--- src/rtl/latch_ctrl_pkg.sv ---
// -----------------------------------------------------------------------------
// latch_ctrl_pkg
//   Shared types and constants for the latch write sequencer.
//   - state_e : write-sequence phases (IDLE, SETUP, ENABLE, HOLD)
//   - CNT_W   : width of the enable-duration counter (covers EN_CYCLES 1..15)
// -----------------------------------------------------------------------------
package latch_ctrl_pkg;

  typedef enum logic [1:0] {
    ST_IDLE   = 2'd0,
    ST_SETUP  = 2'd1,
    ST_ENABLE = 2'd2,
    ST_HOLD   = 2'd3
  } state_e;

  localparam int CNT_W = 4;

endpackage : latch_ctrl_pkg

--- src/rtl/rr_arbiter.sv ---
// -----------------------------------------------------------------------------
// rr_arbiter
//   Round-robin arbiter. The search for a winner starts at the rotating
//   pointer; the pointer moves to (winner + 1) mod NREQ only when the caller
//   commits the grant via 'advance'. After reset requester 0 has top priority.
//
// Ports:
//   clk      in   system clock, rising edge
//   rst_n    in   asynchronous active-low reset
//   req      in   [NREQ]  request vector
//   advance  in   commit the current winner and rotate the pointer
//   grant    out  [NREQ]  one-hot winner (combinational, zero if no request)
//   winner   out  [IW]    index of the winner
// -----------------------------------------------------------------------------
module rr_arbiter #(
  parameter int NREQ = 4,
  localparam int IW  = (NREQ > 1) ? $clog2(NREQ) : 1
) (
  input  logic            clk,
  input  logic            rst_n,
  input  logic [NREQ-1:0] req,
  input  logic            advance,
  output logic [NREQ-1:0] grant,
  output logic [IW-1:0]   winner
);

  logic [IW-1:0] ptr_q;
  logic [IW-1:0] ptr_d;

  // Rotating priority search: visit ptr, ptr+1, ... wrapping at NREQ.
  always_comb begin
    int  idx;
    logic found;
    // NOTE: every variable written here gets a default first; a path that
    // leaves one unassigned would infer a latch instead of a mux.
    grant  = '0;
    winner = '0;
    found  = 1'b0;
    idx    = 0;
    for (int i = 0; i < NREQ; i++) begin
      idx = int'(ptr_q) + i;
      if (idx >= NREQ) idx = idx - NREQ;
      if (!found && req[idx]) begin
        found      = 1'b1;
        grant[idx] = 1'b1;
        winner     = IW'(idx);
      end
    end
  end

  always_comb begin
    ptr_d = ptr_q;
    if (advance) begin
      ptr_d = (int'(winner) == NREQ - 1) ? '0 : winner + 1'b1;
    end
  end

  always_ff @(posedge clk or negedge rst_n) begin
    if (!rst_n) begin
      ptr_q <= '0;
    end else begin
      // NOTE: state registers use non-blocking assignments so every flop
      // samples pre-edge values regardless of statement order.
      ptr_q <= ptr_d;
    end
  end

endmodule : rr_arbiter

--- src/rtl/latch_wr_sequencer.sv ---
// -----------------------------------------------------------------------------
// latch_wr_sequencer
//   Shared write controller for a bank of DEPTH level-sensitive D latches.
//   Arbitrates NREQ requesters round-robin and sequences each write as
//   grant -> SETUP -> ENABLE (EN_CYCLES) -> HOLD so the D bus is stable for a
//   full cycle before and after every enable pulse.
//
// Ports:
//   clk       in   system clock, rising edge
//   rst_n     in   asynchronous active-low reset
//   req       in   [NREQ]        per-requester write request (level)
//   req_addr  in   [NREQ*AW]     packed target entry, slice i = requester i
//   req_data  in   [NREQ*WIDTH]  packed write data,   slice i = requester i
//   gnt       out  [NREQ]        one-cycle one-hot grant pulse
//   lat_d     out  [WIDTH]       shared latch D bus
//   lat_en    out  [DEPTH]       one-hot per-entry latch enable
//   busy      out  high while a write sequence (SETUP..HOLD) is in progress
//   addr_err  out  one-cycle pulse when the granted address is >= DEPTH
// -----------------------------------------------------------------------------
module latch_wr_sequencer
  import latch_ctrl_pkg::*;
#(
  parameter int NREQ      = 4,
  parameter int WIDTH     = 8,
  parameter int DEPTH     = 4,
  parameter int AW        = 2,
  parameter int EN_CYCLES = 1
) (
  input  logic                  clk,
  input  logic                  rst_n,
  input  logic [NREQ-1:0]       req,
  input  logic [NREQ*AW-1:0]    req_addr,
  input  logic [NREQ*WIDTH-1:0] req_data,
  output logic [NREQ-1:0]       gnt,
  output logic [WIDTH-1:0]      lat_d,
  output logic [DEPTH-1:0]      lat_en,
  output logic                  busy,
  output logic                  addr_err
);

  localparam int IW = (NREQ > 1) ? $clog2(NREQ) : 1;
  localparam logic [CNT_W-1:0] EN_LOAD = CNT_W'(EN_CYCLES - 1);

  state_e            state_q, state_d;
  logic [CNT_W-1:0]  cnt_q, cnt_d;
  logic [NREQ-1:0]   gnt_q, gnt_d;
  logic [AW-1:0]     addr_q, addr_sel;
  logic [WIDTH-1:0]  data_q, data_sel;
  logic [WIDTH-1:0]  lat_d_q;
  logic [DEPTH-1:0]  lat_en_q, lat_en_d, en_dec;
  logic              busy_q;
  logic              addr_err_q, addr_err_d;
  logic              addr_ok;
  logic              grant_fire;

  logic [NREQ-1:0]   arb_grant;
  logic [IW-1:0]     arb_winner;

  rr_arbiter #(
    .NREQ (NREQ)
  ) u_arb (
    .clk     (clk),
    .rst_n   (rst_n),
    .req     (req),
    .advance (grant_fire),
    .grant   (arb_grant),
    .winner  (arb_winner)
  );

  // Route the winner's address/data slice to the capture registers.
  always_comb begin
    addr_sel = '0;
    data_sel = '0;
    for (int i = 0; i < NREQ; i++) begin
      if (i == int'(arb_winner)) begin
        addr_sel = req_addr[i*AW +: AW];
        data_sel = req_data[i*WIDTH +: WIDTH];
      end
    end
  end

  // Enable decode of the captured address; out-of-range addresses decode to 0.
  always_comb begin
    addr_ok = (int'(addr_q) < DEPTH);
    en_dec  = '0;
    for (int i = 0; i < DEPTH; i++) begin
      en_dec[i] = (int'(addr_q) == i);
    end
  end

  // Next-state and next-output logic. Requests are arbitrated in a quiet IDLE
  // cycle (no grant pending) or in HOLD, so the registered grant lands in the
  // IDLE cycle right after HOLD and back-to-back writes lose no cycle.
  always_comb begin
    state_d    = state_q;
    cnt_d      = cnt_q;
    lat_en_d   = '0;
    addr_err_d = 1'b0;
    grant_fire = (|req) &&
                 (((state_q == ST_IDLE) && (gnt_q == '0)) || (state_q == ST_HOLD));
    gnt_d      = grant_fire ? arb_grant : '0;

    unique case (state_q)
      ST_IDLE: begin
        if (|gnt_q) state_d = ST_SETUP;
      end
      ST_SETUP: begin
        state_d    = ST_ENABLE;
        cnt_d      = EN_LOAD;
        addr_err_d = !addr_ok;   // visible on the first ENABLE cycle only
      end
      ST_ENABLE: begin
        if (cnt_q == '0) state_d = ST_HOLD;
        else             cnt_d   = cnt_q - 1'b1;
      end
      ST_HOLD: begin
        state_d = ST_IDLE;
      end
      default: state_d = ST_IDLE;
    endcase

    if ((state_d == ST_ENABLE) && addr_ok) lat_en_d = en_dec;
  end

  // NOTE: every register, including the address/data capture registers, is
  // reset; the asynchronous reset is what pulls lat_en low mid-write without
  // waiting for a clock edge.
  always_ff @(posedge clk or negedge rst_n) begin
    if (!rst_n) begin
      state_q    <= ST_IDLE;
      cnt_q      <= '0;
      gnt_q      <= '0;
      addr_q     <= '0;
      data_q     <= '0;
      lat_d_q    <= '0;
      lat_en_q   <= '0;
      busy_q     <= 1'b0;
      addr_err_q <= 1'b0;
    end else begin
      state_q    <= state_d;
      cnt_q      <= cnt_d;
      gnt_q      <= gnt_d;
      lat_en_q   <= lat_en_d;
      busy_q     <= (state_d != ST_IDLE);
      addr_err_q <= addr_err_d;
      if (grant_fire) begin
        addr_q <= addr_sel;
        data_q <= data_sel;
      end
      // The D bus moves only when leaving the grant cycle for SETUP, i.e. a
      // full cycle after the previous HOLD and a full cycle before ENABLE.
      if ((state_q == ST_IDLE) && (|gnt_q)) begin
        lat_d_q <= data_q;
      end
    end
  end

  assign gnt      = gnt_q;
  assign lat_d    = lat_d_q;
  assign lat_en   = lat_en_q;
  assign busy     = busy_q;
  assign addr_err = addr_err_q;

endmodule : latch_wr_sequencer

--- config.mk ---
export PLATFORM = sky130hd
export DESIGN_NAME = latch_wr_sequencer
export DESIGN_NICKNAME = d
export VERILOG_FILES = /design/src/rtl/latch_ctrl_pkg.sv /design/src/rtl/rr_arbiter.sv /design/src/rtl/latch_wr_sequencer.sv
export SDC_FILE = /design/constraint.sdc
export NUM_CORES = 1
export LEC_CHECK = 0
export BUFFER_PORTS_ARGS = -buffer_cell sky130_fd_sc_hd__buf_2
export CAP_MARGIN = 20
export CORE_MARGIN = 3
export CORE_UTILIZATION = 29
export DETAILED_ROUTE_END_ITERATION = 16
export PLACE_DENSITY_LB_ADDON = 0.3
export SETUP_SLACK_MARGIN = 0.15
export SLEW_MARGIN = 15
export SYNTH_ARGS = -nofsm -noshare
export SYNTH_HDL_FRONTEND = slang
export SYNTH_SLANG_ARGS = --single-unit
--- constraint.sdc ---
create_clock -name clk -period 5.4 [get_ports clk]
set_input_delay 0.27 -clock clk [delete_from_list [all_inputs] [get_ports clk]]
set_output_delay 0.27 -clock clk [all_outputs]
set_load 0.03 [all_outputs]
* After elaboration in Yosys (flattened, before gate mapping)
Index checks and enable logic that the tools add are counted.
** Storage, ports and cells
- Bits in registers :: 35
- Input port bits :: 46
- Output and inout bits :: 18
- Word-level logic and storage cells :: 120
** Operators by class
- $add $sub $neg :: 9
- Order comparisons :: 12
- Eq/ne operators :: 12
- Muxes and demuxes :: 51
- Bitwise gates (word level) :: 3
- Reduce and logical (&&, ||, !) cells :: 24
** Operators with widths (count)
- $ge A32 B1 Y1 const B :: 4
- $lt A32 B4 Y1 const B :: 4
- $mux W32 :: 4
- $ge A32 B4 Y1 const B :: 3
- $sub A32 B4 Y32 const B :: 3
- $mux W8 :: 4
- $mux W4 :: 7
- $mux W2 :: 11
- $mux W1 :: 15
- $or A4 B4 Y4 :: 3
- $eq A2 B2 Y1 const B :: 5
- $logic_and A1 B1 Y1 :: 10
- $bmux W1 S2 :: 4
- $demux W1 S2 :: 4
- $logic_not A4 Y1 :: 2
- $pmux W2 S4 :: 1
- $pmux W4 S2 :: 1
- $reduce_or A4 Y1 :: 2
- $add A2 B2 Y3 const B :: 2
- $eq A2 B1 Y1 const B :: 3
- $logic_not A2 Y1 :: 3
- $eq A2 B2 Y1 const A :: 2
- $reduce_bool A2 Y1 :: 2
- $sub A2 B3 Y4 const B :: 1
- other kinds (9) :: 11

* Longest topological paths before layout
Gate-level depths: netlist (run 1).
- Depth after elaboration :: 20
- Mapped depth :: 14
- Depth with buffers taken out :: 11

* By module
A second synthesis (run 1) with hierarchy kept.
** Second synthesis, totals
- Cells, all modules :: 200
- Area, all modules :: 2318.5 µm²
** By module, submodules not included
- latch_wr_sequencer :: times used 1, cells an instance 122, area an instance 1667.8 µm², seq. area each 825.8 µm²
- rr_arbiter :: times used 1, cells an instance 78, area an instance 650.6 µm², seq. area each 50.0 µm²

* Worst setup path before layout (run 1)
OpenSTA, ideal clock, no wires.
- Path type :: register to register
- Start point :: register u_arb.ptr_q[1]
- End point :: register addr_q[1]
- Setup time :: 0.083 ns
- Arrival :: 3.257 ns
- Required time :: 5.317 ns
- Slack :: 2.061 ns
- Stages on the path, launching flop included :: 14
- Buffers on the path :: 3
- Period minus slack after synthesis :: 3.339 ns
- Cell sequence :: dfrtp_1 clkbuf_1 inv_1 ha_1 buf_6 mux4_2 o221a_2 or2_1 ha_1 nor2b_1 clkbuf_1 a221oi_1 o31a_1 o21ai_0
** On the way
- Word-level cells in the longest chain between the ends :: 20
- Elaborated cells on any way between the ends :: 48
- Classes of those cells :: 7 x add/sub; 4 x order compare; 3 x eq/ne; 27 x mux; 7 x reduce/logical
** RTL lines
- from (decl) :: RTL line rr_arbiter.sv:27 : logic [IW-1:0] ptr_q;
- from (signal assigned) :: RTL line rr_arbiter.sv:64 : ptr_q <= ptr_d;
- parallel branches: the longest is 14 deep, another holds $sub A32 B4 Y32
- $mux W2 (*) :: RTL line rr_arbiter.sv:43 : if (!found && req[idx]) begin
- $logic_not A2 Y1 :: RTL line latch_wr_sequencer.sv:75 : if (i == int'(arb_winner)) begin
- $mux W2 (3 in series) :: RTL line latch_wr_sequencer.sv:75
- $mux W2 (*) :: RTL line latch_wr_sequencer.sv:75
- to (signal assigned) :: RTL line latch_wr_sequencer.sv:147 : addr_q <= addr_sel;
- to (decl) :: RTL line latch_wr_sequencer.sv:47 : logic [AW-1:0] addr_q, addr_sel;
Mark *: on every way between the ends. The select of a mux whose other input is x is not followed.
A chain may end at the register's enable or synchronous reset.

* Worst setup path after layout (run 1)
- Start point :: register u_arb.ptr_q[0]
- End point :: register data_q[3]
** On the way
- Word-level cells in the longest chain between the ends :: 20
- Elaborated cells on any way between the ends :: 48
- Classes of those cells :: 7 x add/sub; 4 x order compare; 3 x eq/ne; 27 x mux; 7 x reduce/logical
** RTL lines
- parallel branches: the longest is 14 deep, another holds $sub A32 B4 Y32
- $mux W2 (*) :: RTL line rr_arbiter.sv:43
- $logic_not A2 Y1 :: RTL line latch_wr_sequencer.sv:75
- $mux W8 (3 in series) :: RTL line latch_wr_sequencer.sv:75
- $mux W8 (*) :: RTL line latch_wr_sequencer.sv:75
- to (signal assigned) :: RTL line latch_wr_sequencer.sv:148 : data_q <= data_sel;
- to (decl) :: RTL line latch_wr_sequencer.sv:48 : logic [WIDTH-1:0] data_q, data_sel;
Marks and branches as above.

==> results of run 1 <==
-- layer usage --
layer / up-vias / GRT usage, % / part of all wire [%]
met2: 39 / 19.12 / 48
met3: 10 / 2.414 / 3.9
met5: - / 0 / 0
met1: 909 / 16.33 / 47
li1: 929 / - / -
met4: 0 / 4.029 / 1.9
-- cells in the mapped netlist, drive strengths merged (3+ instances only) --
| library cell | count |
|---|---|
| ha | 15 |
| nand3b | 3 |
| o31a | 10 |
| nand2b | 6 |
| o21ai | 20 |
| nor2b | 7 |
| a32o | 5 |
| a221o | 4 |
| mux4 | 4 |
| mux2 | 8 |
| inv | 9 |
| nor2 | 20 |
| a221oi | 9 |
| dfrtp | 35 |
| nand2 | 26 |
| buf | 5 |
| a21oi | 5 |
| o211ai | 3 |
| clkbuf | 8 |
-- through the flow --
stage          total power, mW  worst slack, ps  hold WS [ps]  std cells  cell area [um2]
6_report                 1.794             1423         57.27        380             2718
5_1_grt                  1.966            970.5         121.2        380             2718
4_1_cts                  1.815             1433         92.64        380             2718
3_5_place_dp             1.522             1471         410.4        372             2581
3_3_place_gp             1.506             1582         404.3        372             2581
2_1_floorplan            1.302             2061        -25.59        224             2220
-- kinds of logic (layout without fill, tap and decap cells) --
family / Yosys count / after routing / share of synthesized area, %
other cells: 1 / 1 / 0.1689
flops: 35 / 35 / 39.46
compound gates: 63 / 63 / 21.48
fa+ha+maj: 15 / 15 / 8.455
buf+inv: 23 / 80 / 4.960
mux: 14 / 14 / 9.188
simple gates: 73 / 73 / 16.29
-- cell usage in the layout (no fill, tap or decap), types with 2 or more instances in the layout --
cell type,synthesis,routed
buf_2,1,62
mux2_2,8,8
nand2_1,26,26
o21ai_0,19,19
mux2i_1,2,2
a221o_1,4,4
a221oi_1,9,9
dfrtp_1,35,35
mux4_2,3,3
clkbuf_8,0,5
nand2b_1,6,6
o211ai_1,3,3
nor2b_1,6,6
inv_1,9,9
o31a_1,10,10
nor2_1,20,20
nand3_1,2,2
bufinv_16,0,2
a21oi_1,5,5
a32o_1,5,5
nand3b_1,3,3
ha_1,15,15
-- area by class of cell --
| cell class | count | area, um2 | share of cell area [%] |
|---|---|---|---|
| inverters | 10 | 37.54 | 1.381 |
| clock inverters | 3 | 67.56 | 2.486 |
| multi-input cells | 166 | 1234 | 45.40 |
| clock buffers | 5 | 68.82 | 2.532 |
| flip-flops and latches | 35 | 875.8 | 32.23 |
| well taps | 99 | 123.9 | 4.558 |
| repair buffers | 62 | 310.3 | 11.42 |
-- state kept, by name, summed over array words and instances (netlist names) --
name / flops
busy: 1
data_q: 8
addr_q: 2
lat_d: 8
u_arb.ptr_q: 2
lat_en: 4
cnt_q: 4
state_q: 2
gnt: 4
-- path summary, 6_finish.rpt --
check,start,end,slack (ps)
setup reg to reg,u_arb.ptr_q[0],data_q[3],1420
hold reg to reg,data_q[6],data_q[6],480
min in group clk,req_addr[6],addr_q[0],320
max in group asynchronous,rst_n,cnt_q[2],4840
setup / recovery,u_arb.ptr_q[0],data_q[3],1420
hold / removal,rst_n,lat_d[6],60
-- power breakdown --
group,switching (mW),internal [mW]
Sequential,0.0685,0.361
Clock,0.0960,0.184
Combinational,0.629,0.455
Total,0.793,1.00
==> results.txt, run 1 <==
postcts setup bufs: 0
#FFs+latches synth: 35
clk_skew: 8.498 ps
power per cell area: 660.2 mW/mm2
Mapped Area: 0.002220 mm2
syn nets: 285
global-route wire length before repair: 8487 um
worst-path maximum fanout: 14
Post-CTS Resized: 0
ratio of cells with drive above 1 in the final layout: 30.96%
HP Class: in -> async
Buf/Inv on CP: 1
final core occ: 37.07%
count of input and output buffers: 62
GRT overflow: 0
DR vias: 1887
area of the core: 0.007331 mm2
die area: 0.008739 mm2
crit end category: flop
Clk pin slew, worst setup/hold paths: 80 ps
Avg Cell Area, Syn: 9.909 um2
clock tree buffer depth: 2
H-tree depth: 2
Yosys warning count: 0
register area share after synthesis: 39.46%
setup violators final: 0
worst skew pair latency: 290 ps
RSZ-0062 raised after global routing: false
Syn Inst Count: 224
Final ANT Viol Nets: 0
Ant. Diodes: 0
Initial Util: 30.28%
Netlist cell types: 44
WL/cell: 13.58 um
final RePlAce weighted congestion: 0.8098
Post-CTS Hold Fix Bufs: 0
Routed Wire Length: 5161 um
leakage power: 1.263 nW
Fin. Hold Viols: 0
Worst EP required: 5600 ps
worst endpoint data arrival time: 4180 ps
Crit Path Category: reg -> reg
# DRC: 0
measured slew at the worst slew-check pin: 782.0 ps
Total GRT Usage: 12.04%
largest net degree at the start of global routing: 36
CP most frequent cell: ha_1
Max-Slew Margin vs Limit: 47.87%
worst stage delay on the critical path: 660 ps
Post-synth EDFFs: 0
top_reg_cell synth: dfrtp_1
width of the die: 93.49 um
final period utilization: 73.65%
Post-DP HPWL: 3954 um
post-synth top area cell: dfrtp_1
status: complete, no violations
Layout Nets: 341
synth-to-layout area growth: 22.44%
crit-path cells: inv_1 > ha_1 > mux4_2 > o221a_2 > or2_1 > ha_1 > nor2b_1 > a221oi_1 > o31a_1 > o21ai_0
Peak supply drop: 0.2121 mV
asr flop ratio synth: 100.0%
setup_tns: 0 ps
initial antenna violation count: 0
CTS buffer count: 5
fmax: 251.4 MHz
CTS tree: done
Die Ht: 93.49 um
initial DRC count: 95
# rows: 31
Max Cap Violations: 0
num ports: 64
FF-to-FF path depth: 10
Initial DRT Pass Iterations: 4
vias per cell: 4.966
fillers: 745
Pins Over Slew Limit: 0
Yosys top cell area share: 39.46%
family with the most delay on the worst path: compound AO/OA/AOI/OAI gates
Area contributors post-synth: dfrtp_1, ha_1, nand2_1, o21ai_0, mux2_2
clock sinks: 35
CP startpoint kind: flop
vias in the first global route: 1797
Root Driver: clkbuf_8
CP max-delay cell: dfrtp_1
Tmin final: 3977 ps
Worst path depth: 10
(Power assumes the default switching activity.)
==> run 2, diff against run 1 <==
Settings changed: ABC_AREA set to 1.
Clock period 5.4 ns to 3.35 ns, I/O delays scaled along.
==> results.txt, run 2 <==
status: complete, no violations
commonest non-fill, non-tap cell in the layout: nand2_1
H-tree depth: 2 (unchanged)
# rows: 30 (-3.2%)
Max Cap Violations: 0 (unchanged)
Peak supply drop: 0.6694 mV (+220%)
initial DRC count: 84 (-12%)
worst skew pair latency: 290 ps (about the same)
worst endpoint data arrival time: 2950 ps (-1230 ps)
DR vias: 2019 (+7.0%)
CP max-delay cell: dfrtp_1
Worst EP required: 3510 ps (-2090 ps)
HP Class: in -> reg
Avg Cell Area, Syn: 7.901 um2 (-20%)
Final ANT Viol Nets: 0 (unchanged)
worst-path maximum fanout: 10 (-4)
WL/cell: 12.05 um (-11%)
Pins Over Slew Limit: 0 (unchanged)
Initial DRT Pass Iterations: 4 (unchanged)
setup_tns: 0 ps (unchanged)
setup violators final: 0 (unchanged)
Setup WS post-layout: 562.9 ps (-859.8 ps)
vias per cell: 4.620 (-7.0%)
global-route wire length before repair: 9156 um (+7.9%)
RSZ-0062 raised after global routing: false
syn nets: 334 (+17%)
GRT overflow: 0 (unchanged)
R2R Setup Slk: 560 ps (-860 ps)
Syn Inst Count: 273 (+22%)
measured slew at the worst slew-check pin: 758.9 ps (-23.09 ps)
power per cell area: 1282 mW/mm2 (+94%)
worst stage delay on the critical path: 420 ps (-240 ps)
leakage power: 1.461 nW (+16%)
final period utilization: 83.20% (+9.5 points)
commonest cells in the netlist: nand2_1, dfrtp_1, a21oi_1, inv_1
clk_skew: 6.949 ps (-1.550 ps)
register area share after synthesis: 40.60% (+1.1 points)
Cell Count, Final, Fillers Out: 437 (+15%)
synth-to-layout area growth: 27.49%
Fin. Hold Viols: 0 (unchanged)
crit-path cells: inv_1 > ha_4 > inv_1 > nand3_1 > nand2_1 > nor2_4 > nand2_1 > nand2_1 > nand2_1 > nand2_1 > inv_2 > ha_1 > buf_4 > a21oi_1 > a21oi_1 > o21ai_0 > o22ai_1
Ant. Diodes: 0 (unchanged)
num ports: 64 (unchanged)
placed inst area: 0.002582 mm2 (about the same)
Total GRT Usage: 13.31% (+1.3 points)
Root Driver: clkbuf_8
Clk pin slew, worst setup/hold paths: 70 ps (about the same)
fmax: 358.8 MHz (+43%)
largest net degree at the start of global routing: 36 (unchanged)
Routed Wire Length: 5267 um (+2.1%)
clock sinks: 35 (unchanged)
CP most frequent cell: nand2_1
die area: 0.008509 mm2 (-2.6%)
width of the die: 92.25 um (-1.3%)
count of input and output buffers: 62 (unchanged)
Post-synth EDFFs: 0 (unchanged)
final RePlAce weighted congestion: 0.7938 (-2.0%)
fillers: 742 (-0.40%)
postcts setup bufs: 0 (unchanged)
initial antenna violation count: 0 (unchanged)
vias in the first global route: 2002 (+11%)
asr flop ratio synth: 100.0% (unchanged)
Post-Place Worst Slack: 385.1 ps (-1086 ps)
Tmin final: 2787 ps (-1190 ps)
commonest cells after routing, fill and taps aside: nand2_1, buf_2, dfrtp_1
CTS tree: done
Hold Startpoint: req_data[24]
Post-DP HPWL: 4164 um (+5.3%)
# DRC: 0 (unchanged)
CP startpoint kind: flop
Layout Nets: 401 (+18%)
worst flop-to-flop path startpoint: u_arb.ptr_q[1]
post-synth top area cell: dfrtp_1
area of the core: 0.007019 mm2 (-4.2%)
top_reg_cell synth: dfrtp_1
most frequent cell after synthesis: nand2_1
CTS buffer count: 5 (unchanged)
#FFs+latches synth: 35 (unchanged)
Mapped Area: 0.002157 mm2 (-2.8%)
Yosys warning count: 0 (unchanged)
crit end category: flop
Area contributors post-synth: dfrtp_1, nand2_1, ha_1, a21oi_1, inv_1
Min Hold Slack: 161.6 ps (+104.4 ps)
Max-Slew Margin vs Limit: 49.41% (+1.5 points)
Hold Path Sink: data_q[0]
placed cells: 428 (+15%)
Crit Path Category: reg -> reg
ratio of cells with drive above 1 in the final layout: 28.15% (-2.8 points)
Yosys top cell area share: 40.60% (+1.1 points)
Critical R2R Capture: addr_q[0]
Initial Util: 30.73% (+0.45 points)
Netlist cell types: 29 (-34%)
Hold Path Depth: 3
Die Ht: 92.25 um (-1.3%)
FF-to-FF path depth: 17 (+7)
fin area: 0.002750 mm2 (+1.2%)
clock tree buffer depth: 2 (unchanged)
run 2: worst max-delay path by stage:
stage / slack (ps) / depth (start not counted) / startpoint / to
after floorplan: 820 / 17 / u_arb.ptr_q[0] / addr_q[0]
after global placement: 440 / 17 / u_arb.ptr_q[0] / addr_q[0]
after detailed placement: 390 / 17 / u_arb.ptr_q[0] / addr_q[0]
after CTS: 370 / 17 / u_arb.ptr_q[0] / addr_q[0]
after global routing: 160 / 16 / u_arb.ptr_q[1] / addr_q[0]
final: 560 / 17 / u_arb.ptr_q[1] / addr_q[0]
run 2: report_power, final:
group	total [mW]	leakage [nW]	internal [mW]	switching (mW)
Clock	0.448	0.0654	0.297	0.151
Combinational	2.37	0.959	0.854	1.52
Sequential	0.705	0.437	0.608	0.0967
Total	3.53	1.46	1.76	1.77
run 2: kinds of logic (layout without fill, tap and decap cells):
logic type,count (synthesis),count (layout),share of synthesized area [%]
multiplexers,3,3,1.566
AO/OA/AOI/OAI,62,62,16.71
XOR/XNOR,1,1,0.4061
other,1,1,0.1738
adder cells (fa/ha/maj),15,15,8.701
buffers and inverters,41,109,7.715
flip-flops,35,35,40.60
AND/OR/NAND/NOR,115,115,24.13
run 2: routing by layer:
| metal | share of wire [%] | GRT usage [%] |
|---|---|---|
| met5 | 0 | 0 |
| met4 | 1.8 | 4.703 |
| met3 | 6.0 | 2.871 |
| met2 | 42 | 19.89 |
| met1 | 50 | 18.87 |
run 2: area by class of cell:
type / instances / area, um2 / area share [%]
Timing Repair Buffer: 68 / 357.8 / 13.01
Clock buffer: 6 / 72.57 / 2.639
Sequential cell: 35 / 877.1 / 31.89
Inverter: 33 / 127.6 / 4.641
Clock inverter: 2 / 60.06 / 2.184
Multi-Input combinational cell: 197 / 1135 / 41.26
Tap cell: 96 / 120.1 / 4.368
run 2: per-stage QoR:
step	power (mW)	util [%]
after CTS	3.488	38.82
after global placement	2.988	36.79
after global routing	3.963	39.18
after floorplan	2.430	-
after detailed placement	3.027	36.79
final	3.527	39.18
run 2: worst max-delay path, delay by kind of cell (launching register included):
| kind | cells | cell delay [ps] |
|---|---|---|
| fa+ha+maj | 2 | 560 |
| compound gates | 4 | 540 |
| buf+inv | 4 | 460 |
| simple gates | 7 | 680 |
| flops | 1 | 420 |
run 2: repair_timing:
item	in CTS	in global routing
setup endpoints to repair	0	6
hold endpoints to repair	35	0
resized for setup	0	5
hold buffers	1	0
==> run 3, diff against run 2 <==
Clock period 3.35 ns to 2.4 ns, I/O delays scaled along.
==> results.txt, run 3 (synthesized netlist as in run 2, its figures left out) <==
status: complete, no violations
Max Cap Violations: 0 (unchanged)
Worst EP required: 2560 ps (-950 ps)
num ports: 64 (unchanged)
vias in the first global route: 2020 (+0.90%)
initial DRC count: 119 (+42%)
fmax: 437.8 MHz (+22%)
measured slew at the worst slew-check pin: 766.0 ps (+7.123 ps)
commonest cells after routing, fill and taps aside: buf_2, nand2_1, dfrtp_1
# DRC: 0 (unchanged)
final period utilization: 95.16% (+12 points)
clock tree buffer depth: 2 (unchanged)
Clk pin slew, worst setup/hold paths: 70 ps (about the same)
setup violators final: 0 (unchanged)
H-tree depth: 2 (unchanged)
synth-to-layout area growth: 38.69%
vias per cell: 4.653 (+0.72%)
CTS tree: done
Routed Wire Length: 5594 um (+6.2%)
fillers: 715 (-3.6%)
Cell Count, Final, Fillers Out: 453 (+3.7%)
ratio of cells with drive above 1 in the final layout: 41.74% (+14 points)
Root Driver: clkbuf_8
commonest non-fill, non-tap cell in the layout: buf_2
placed cells: 437 (+2.1%)
area of the core: 0.007019 mm2 (unchanged)
Max-Slew Margin vs Limit: 48.93% (-0.47 points)
final core occ: 42.62% (+3.4 points)
Pins Over Slew Limit: 0 (unchanged)
die area: 0.008509 mm2 (unchanged)
initial antenna violation count: 0 (unchanged)
clk_skew: 9.407 ps (+2.459 ps)
GRT overflow: 0 (unchanged)
Final ANT Viol Nets: 0 (unchanged)
CTS buffer count: 5 (unchanged)
worst endpoint data arrival time: 2450 ps (-500 ps)
final RePlAce weighted congestion: 0.7982 (+0.55%)
Total GRT Usage: 13.48% (+0.17 points)
crit end category: flop
worst stage delay on the critical path: 390 ps (-30 ps)
Die Ht: 92.25 um (unchanged)
Buf/Inv on CP: 4 (unchanged)
Crit Path Category: reg -> reg
CP max-delay cell: dfrtp_2
CP most frequent cell: inv_4
HP Class: in -> reg
Initial DRT Pass Iterations: 4 (unchanged)
DR vias: 2108 (+4.4%)
global-route wire length before repair: 9363 um (+2.3%)
worst skew pair latency: 290 ps (about the same)
count of input and output buffers: 62 (unchanged)
largest net degree at the start of global routing: 36 (unchanged)
crit-path cells: inv_4 > ha_4 > inv_4 > nand3_2 > nand2_2 > nor2_4 > nand2_1 > nand2_1 > nand2_2 > nand2_4 > inv_4 > ha_2 > buf_6 > a21oi_1 > a21oi_1 > o21ai_1 > o22ai_1
Fin. Hold Viols: 0 (unchanged)
clock sinks: 35 (unchanged)
CP startpoint kind: flop
Initial Util: 30.73% (unchanged)
# rows: 30 (unchanged)
Post-DP HPWL: 4354 um (+4.6%)
WL/cell: 12.35 um (+2.5%)
Ant. Diodes: 0 (unchanged)
RSZ-0062 raised after global routing: true
Layout Nets: 417 (+4.0%)
Tmin final: 2284 ps (-503.2 ps)
width of the die: 92.25 um (unchanged)
family with the most delay on the worst path: simple AND/OR/NAND/NOR gates
worst-path maximum fanout: 10 (unchanged)
run 3: cell count changes in the layout (fill, tap and decap cells not counted), moves of 4 or more:
cell	before	now
a21oi_2	0	5
a21oi_1	28	23
nand2_2	3	21
inv_1	28	24
nor2_4	1	5
buf_6	0	4
buf_4	5	17
nand2_1	65	45
run 3: cell type report:
| cell class | count | area, um2 | area share (%) |
|---|---|---|---|
| clock buffer | 7 | 86.33 | 2.886 |
| clock inverter | 1 | 5.005 | 0.1673 |
| inverter | 33 | 133.9 | 4.475 |
| multi-input combinational | 197 | 1276 | 42.66 |
| sequential | 35 | 877.1 | 29.32 |
| tap | 96 | 120.1 | 4.015 |
| timing repair buffer | 84 | 493.0 | 16.48 |
run 3: metrics by stage:
step                      hold WS, ps  worst slack, ps  cell area (um2)  TNS, ps
after detailed placement        242.4           -4.710             2684   -4.710
after floorplan                -175.6            148.5             2205        0
after global routing            106.4           -33.72             2992   -84.82
after CTS                       96.59            118.7             2929        0
after global placement          239.1            74.61             2684        0
final                           101.7            116.0             2992        0
run 3: tightest hold or removal path, stage by stage:
cell	delay, ps
buf_2	80
nor2_1	40
o22ai_1	100
run 3: worst paths after layout:
check / to / slack (ps) / start / cells past startpoint
hold / removal: addr_q[0] / 100 / req_addr[6] / 3
min in group asynchronous: cnt_q[3] / 450 / rst_n / 2
max in group asynchronous: u_arb.ptr_q[0] / 1430 / rst_n / 2
setup reg to reg: data_q[0] / 120 / u_arb.ptr_q[0] / 17
setup / recovery: data_q[0] / 120 / u_arb.ptr_q[0] / 17
hold reg to reg: lat_d[7] / 480 / lat_d[7] / 2
run 3: repair_timing:
action                                  4_1_cts  5_1_grt
endpoints found under the setup margin       10       10
pin swaps                                    21       17
setup buffers                                 4        2
resized for setup                            36       14
gates cloned                                  1        0
endpoints found under the hold margin        35        0
hold buffers                                  1        0
run 3: metal layers:
metal  vias up  share of wire, %  track usage [%]
met4         0               1.2            4.084
met1       956                49            19.55
li1       1078                 -                -
met3         6               6.6            2.871
met5         -                 0                0
met2        68                43            19.95
Power of run 3 is not shown: default switching activity piles up to over one toggle a cycle in this logic, so the estimate is an artifact.
